--- src/rtl/ram_loader.sv ---
// Program-RAM loader: streams DEPTH bytes into the RAM in address order, then
// optionally reads every location back and compares it against a shadow copy.
module ram_loader #(
    parameter int DEPTH  = 16,
    parameter bit VERIFY = 1'b1
) (
    input  logic       clk,
    input  logic       rst,
    input  logic       start,
    input  logic       abort,
    input  logic       load_valid,
    input  logic [7:0] load_data,
    output logic       load_ready,
    output logic [3:0] mem_address,
    output logic       ri,
    output logic       ro,
    output logic [7:0] ram_wdata,
    input  logic [7:0] ram_rdata,
    output logic       busy,
    output logic       done,
    output logic       error,
    output logic [3:0] err_addr
);

    localparam logic [1:0] S_IDLE   = 2'd0;
    localparam logic [1:0] S_LOAD   = 2'd1;
    localparam logic [1:0] S_VERIFY = 2'd2;
    localparam logic [1:0] S_DONE   = 2'd3;

    localparam logic [3:0] LAST = 4'(DEPTH - 1);

    logic [1:0] state;
    logic [3:0] addr;
    logic [7:0] shadow [16];
    logic       accept;
    logic       mismatch;

    // Every strobe is a decode of the state register, so an async reset of
    // state alone drives all outputs to their idle values immediately.
    assign load_ready  = (state == S_LOAD);
    assign ro          = (state == S_VERIFY);
    assign done        = (state == S_DONE);
    assign busy        = load_ready | ro;
    assign accept      = load_ready & load_valid;
    assign ri          = accept;
    assign ram_wdata   = accept ? load_data : 8'h00;
    assign mem_address = addr;

    // RAM read data is combinational, so it is checked in the same cycle ro is up.
    assign mismatch = ro && (ram_rdata != shadow[addr]);

    always_ff @(posedge clk) begin
        if (accept)
            shadow[addr] <= load_data;
    end

    always_ff @(posedge clk or posedge rst) begin
        if (rst) begin
            state    <= S_IDLE;
            addr     <= 4'd0;
            error    <= 1'b0;
            err_addr <= 4'd0;
        end else if (abort) begin
            state    <= S_IDLE;
            addr     <= 4'd0;
            error    <= 1'b0;
            err_addr <= 4'd0;
        end else begin
            case (state)
                S_IDLE, S_DONE: begin
                    if (start) begin
                        state    <= S_LOAD;
                        addr     <= 4'd0;
                        error    <= 1'b0;
                        err_addr <= 4'd0;
                    end
                end
                S_LOAD: begin
                    if (accept) begin
                        if (addr == LAST) begin
                            if (VERIFY) begin
                                state <= S_VERIFY;
                                addr  <= 4'd0;
                            end else begin
                                state <= S_DONE;
                                addr  <= addr + 4'd1;
                            end
                        end else begin
                            addr <= addr + 4'd1;
                        end
                    end
                end
                S_VERIFY: begin
                    // Only the first mismatch is recorded; the scan always runs to the end.
                    if (mismatch && !error) begin
                        error    <= 1'b1;
                        err_addr <= addr;
                    end
                    addr <= addr + 4'd1;
                    if (addr == LAST)
                        state <= S_DONE;
                end
                default: state <= S_IDLE;
            endcase
        end
    end

endmodule

--- config.mk ---
export PLATFORM = sky130hd
export DESIGN_NAME = ram_loader
export DESIGN_NICKNAME = d
export VERILOG_FILES = /design/src/rtl/ram_loader.sv
export SDC_FILE = /design/constraint.sdc
export NUM_CORES = 1
export LEC_CHECK = 0
export BUFFER_PORTS_ARGS = -buffer_cell sky130_fd_sc_hd__buf_4
export CORE_MARGIN = 10
export CORE_UTILIZATION = 40
export DETAILED_ROUTE_END_ITERATION = 7
export GPL_TIMING_DRIVEN = 0
export PLACE_DENSITY = 0.68
export SLEW_MARGIN = 40
export SYNTH_ARGS = -nofsm -noshare
export SYNTH_HDL_FRONTEND = slang
export SYNTH_SLANG_ARGS = --single-unit
--- constraint.sdc ---
create_clock -name clk -period 4.05 [get_ports clk]
set_input_delay 0 -clock clk [delete_from_list [all_inputs] [get_ports clk]]
set_output_delay 0 -clock clk [all_outputs]
set_load 0.01 [all_outputs]
==> metrics, run 1 <==
Final Hold Viols 0; HP Class in -> reg; # rows 44; Post-synth EDFFs 128; Fillers 1205; synth warn 0; mapped cell area 5977 sq um; GR Overflow Total 0; postcts setup bufs 0; DR WL/cell 21.76 um; Routed Antenna Nets 0; detailed placement HPWL 9.594 mm; worst-skew pair later-pin latency 0.43 ns; number of CTS-inserted buffers 17; Slew HR 47.90%; count leader, synth edfxtp_1; Pwr per Cell Area 550.9 nW/um^2; critical path cell sequence clkbuf_1 > clkbuf_1 > mux2i_1 > o21ai_0 > xnor2_1 > o2111ai_1 > o21ai_0 > a221oi_1 > dlygate4sd3_1; IO buf count 41; IO Pins 43; crit path DAT 3.99 ns; WP buf/inv 3; first-pass GRT wire length 21.48 mm; Syn Nets 400; crit path kind reg -> reg; drt drc 0; DRT Wirelength 13.97 mm; Clock power frac 37.4%; RSZ-0062 raised after global routing false; Final WS setup 0.3618 ns; Setup Skew 0.01163 ns; Diodes inserted 0; Final Wtd Congestion 0.9180; Die Wd 142.2 um; Critical Path RT 4.35 ns; Initial Util 40.97%; ys async rst share 7.914%; Layout Nets 473; vias 3597; count of endpoints failing setup in the final report 0; fin. max-slew vios 0; clock transition at the registers of the reported paths 0.06 ns; die height 142.2 um; via density per instance 5.603; Tmin final 3.688 ns; switch share 27.26%; Syn Inst Count 372; worst-path maximum fanout 10; Worst-Margin Slew 0.7773 ns; ys flop type edfxtp_1; worst slack, placed 0.7792 ns; Synth area leaders edfxtp_1 64%, mux2i_1 5.4%, dfrtp_1 4.6%; worst vdd ir 400.9 uV; Die Area 20230 sq um; CTS HTree Levels 4; sequential share of power 41.1%; Yosys top cell by area edfxtp_1; outcome complete, no violations; root buffer cell clkbuf_16; sequential element share of the synthesized area 68.91%; CP peak stage delay 0.58 ns; syn avg cell area 16.07 sq um; TritonCTS clock tree built; drt pass-1 iters 5; post-synthesis cell type count 50; switching pwr 1.091 mW; Period Utilization, post-route 91.07%; Sinks on Clock Net 139; Crit path max-delay family buffers and inverters; Layout area overhead 21.56%; Slowest cell on crit path dlygate4sd3_1; Global Route Usage Sum 14.40%; Lkg Pwr 2.539 nW; Internal Power 2.911 mW; CTS Buffer Depth 2; critical path startpoint category register; crit path capture type register; fmax 271.1 MHz; Synth top cells by count 128 x edfxtp_1, 32 x mux2i_1, 23 x nor2_1; Yosys top cell area share 64.31%; share of cells above drive strength 1 24.24%; initial antenna violation count 0; setup_tns 0 ns; core area 14590 sq um; largest net degree at the start of global routing 18; Synth Register Bits 139; Max Cap Violations 0; Starting DRT DRC Count 386; vias in the first global route 3645; Logic pwr share 21.6%
[area by class of cell]
class,instances,area [sq um],share of cell area [%]
inverters,17,63.81,0.8783
repair buffers,54,430.4,5.924
multi-input cells,199,1749,24.07
clock buffers,18,429.2,5.907
clock inverters,14,145.1,1.998
well taps,184,230.2,3.169
flip-flops and latches,139,4119,56.69
plain buffers,17,98.84,1.360
[registers in the layout, indices dropped and copies added, names as in the netlist]
name	count
state	2
mem_address	4
error	1
shadow	128
err_addr	4
[layout by cell type, fill, tap and decap left out, drive strengths merged, types with 5 or more instances in the layout]
cell type and n:
nand3 9, nor2b 5, a21oi 9, o22ai 5, clkinv 7, ha 7
dfrtp 11, inv 20, nor3 7, clkbuf 27, o21ai 9, nor2 23
buf 51, nand2 11, nand2b 5, dlygate4sd3 11, mux2i 32, edfxtp 128
a22oi 7, mux4 18, and3 12
[through the flow]
| stage | utilization (%) | hold slack, ns | total power, mW | area [sq um] | cells |
|---|---|---|---|---|---|
| floorplan | - | -0.1476 | 2.246 | 5977 | 372 |
| global placement | 44.66 | 0.01656 | 2.509 | 6515 | 597 |
| detailed placement | 44.98 | 0.03790 | 2.526 | 6563 | 599 |
| CTS | 49.67 | 0.02797 | 4.028 | 7247 | 642 |
| global route | 49.80 | 0.08254 | 4.179 | 7266 | 642 |
| finish | 49.80 | 0.03942 | 4.002 | 7266 | 642 |
[repair_timing]
item                      in CTS  in global routing
hold endpoints to repair     140                  0
hold buffers                  11                  0
gates resized for setup        0                  0
[tightest hold or removal path: stages]
cell      delay (ns)
clkbuf_1        0.16
nor2_1          0.12
o21ai_0         0.07
nand2_1         0.06
[per-layer routing]
metal	track usage, %	vias to the layer above	wire [um]
met5	0	-	0
met1	18.77	1782	6078
met4	6.132	0	342
li1	-	1624	-
met2	21.23	158	6430
met3	5.174	33	1122
[path summary, 6_finish.rpt]
kind	start	slack (ns)	depth (start not counted)	to
worst min-delay path	abort	0.04	4	state[0]
min in group asynchronous	rst	0.15	3	mem_address[2]
max in group asynchronous	rst	3.60	3	state[0]
worst min register to register	err_addr[1]	0.54	2	err_addr[1]
worst max-delay path	mem_address[1]	0.36	9	error
worst max register to register	mem_address[1]	0.36	9	error
[kinds of logic (layout without fill, tap and decap cells)]
kind of cell	after synthesis	count (layout)	share of synthesized area (%)
compound gates	48	48	5.589
mux	54	54	13.33
buf+inv	34	120	2.721
xor+xnor	5	5	0.7326
simple gates	85	85	7.243
flops	139	139	68.91
fa+ha+maj	7	7	1.465
[power groups by stage]
| stage | sequential [mW] | clock [mW] | combinational, mW |
|---|---|---|---|
| 2_1_floorplan | 1.67 | 0 | 0.577 |
| 3_3_place_gp | 1.67 | 0 | 0.838 |
| 3_5_place_dp | 1.67 | 0 | 0.852 |
| 4_1_cts | 1.64 | 1.52 | 0.865 |
| 5_1_grt | 1.65 | 1.59 | 0.938 |
| 6_report | 1.64 | 1.50 | 0.863 |
No activity file was read; power rests on OpenSTA's default activity.
==> run 2: changes to the inputs <==
--- a/config.mk
+++ b/config.mk
@@ -10,6 +10,7 @@
 export CORE_UTILIZATION = 40
 export DETAILED_ROUTE_END_ITERATION = 7
 export GPL_TIMING_DRIVEN = 0
+export MAX_ROUTING_LAYER = met4
 export PLACE_DENSITY = 0.68
 export SLEW_MARGIN = 40
 export SYNTH_ARGS = -nofsm -noshare
==> metrics, run 2 (synthesis results as in run 1) <==
outcome complete, no violations; DRT Wirelength 13.91 mm; setup_tns 0 ns; max reg flops 128; root buffer cell clkbuf_16; critical path startpoint category register; count of endpoints failing setup in the final report 0; share of cells above drive strength 1 24.24%; Slowest cell on crit path dlygate4sd3_1; met3 usage 5.107%; fin. max-slew vios 0; Critical Path RT 4.35 ns; CTS HTree Levels 4; critical path cell sequence clkbuf_1 > clkbuf_1 > mux2i_1 > o21ai_0 > xnor2_1 > o2111ai_1 > o21ai_0 > a221oi_1 > dlygate4sd3_1; vias 3614; PostCTS Resize Cnt 0; Tmin final 3.704 ns; via density per instance 5.629; Reg with most FFs shadow; Diodes inserted 0; fmax 270.0 MHz; worst-skew pair later-pin latency 0.42 ns; GR Overflow Total 0; Layout Nets 473; Period Utilization, post-route 91.45%; Fillers 1205; Global Route Usage Sum 14.80%; Crit path max-delay family buffers and inverters; postcts setup bufs 0; crit path capture type register; DR WL/cell 21.67 um; Slew HR 48.52%; first-pass GRT wire length 21.45 mm; Lkg Pwr 2.539 nW; IO Pins 43; Die Wd 142.2 um; Sinks on Clock Net 139; RSZ-0062 raised after global routing false; Layout area overhead 21.56%; crit path kind reg -> reg; worst-path maximum fanout 10; Routed Antenna Nets 0; IO buf count 41; Final Hold Viols 0; most frequent cells in the layout 128 x edfxtp_1, 44 x buf_4, 32 x mux2i_1; # rows 44; die height 142.2 um; clock transition at the registers of the reported paths 0.06 ns; Die Area 20230 sq um; Max Cap Violations 0; Pwr per Cell Area 550.8 nW/um^2; Starting DRT DRC Count 408; worst vdd ir 400.9 uV; detailed placement HPWL 9.594 mm; met1 usage 18.88%; drt pass-1 iters 5; number of CTS-inserted buffers 17; CTS Buffer Depth 2; largest net degree at the start of global routing 18; most common cell after layout, fill and taps aside edfxtp_1; Final Wtd Congestion 0.9339; CP peak stage delay 0.58 ns; crit path DAT 4.00 ns; core area 14590 sq um; Initial Util 40.97%; Worst-Margin Slew 0.7680 ns; most used routing layer met2; GR Layer Usage met2 21.18%; hold_ws 0.04680 ns; HP Class in -> reg; initial antenna violation count 0; vias in the first global route 3642; WP buf/inv 3; TritonCTS clock tree built; Setup Skew 0.01070 ns; drt drc 0
==> run 2: cell counts in the layout (fill, tap and decap cells not counted) <==
Identical to the previous run, type by type.
==> run 2: what timing repair did <==
action                                  CTS  global route
endpoints found under the setup margin    0             0
endpoints found under the hold margin   140             0
hold buffers                             11             0
==> run 2: tightest hold or removal path: stages <==
cell	delay [ns]
clkbuf_1	0.16
nor2_1	0.12
o21ai_0	0.07
nand2_1	0.06
==> run 2: worst paths after layout <==
path / from / endpoint / slack [ns] / cells after the start
worst max-delay path: mem_address[1] / error / 0.35 / 9
worst min-delay path: abort / state[0] / 0.05 / 4
worst max register to register: mem_address[1] / error / 0.35 / 9
worst min register to register: err_addr[1] / err_addr[1] / 0.54 / 2
max in group asynchronous: rst / state[0] / 3.59 / 3
min in group asynchronous: rst / mem_address[2] / 0.15 / 3
==> run 2: per-stage QoR <==
step	setup WS [ns]	instances	cell area, sq um	utilization (%)	total power [mW]
global route	0.2437	642	7266	49.80	4.179
CTS	0.4717	642	7247	49.67	4.028
detailed placement	0.7792	599	6563	44.98	2.526
finish	0.3463	642	7266	49.80	4.002
floorplan	1.510	372	5977	-	2.246
global placement	0.7870	597	6515	44.66	2.509
==> run 2: metal layers <==
metal | vias to the layer above | wire length, um
met4 | 0 | 353
met3 | 30 | 988
met5 | - | 0
met2 | 151 | 6378
li1 | 1629 | -
met1 | 1804 | 6189
==> run 2: power breakdown <==
part           switching [mW]  internal (mW)
clock                   0.586          0.908
combinational           0.475          0.390
sequential             0.0295           1.61
total                    1.09           2.91
==> run 2: cell type report <==
type / count / area [sq um] / share of cell area (%)
tap: 184 / 230.2 / 3.169
buffer: 17 / 98.84 / 1.360
timing repair buffer: 54 / 430.4 / 5.924
sequential: 139 / 4119 / 56.69
multi-input combinational: 199 / 1749 / 24.07
inverter: 17 / 63.81 / 0.8783
clock buffer: 18 / 429.2 / 5.907
clock inverter: 14 / 145.1 / 1.998
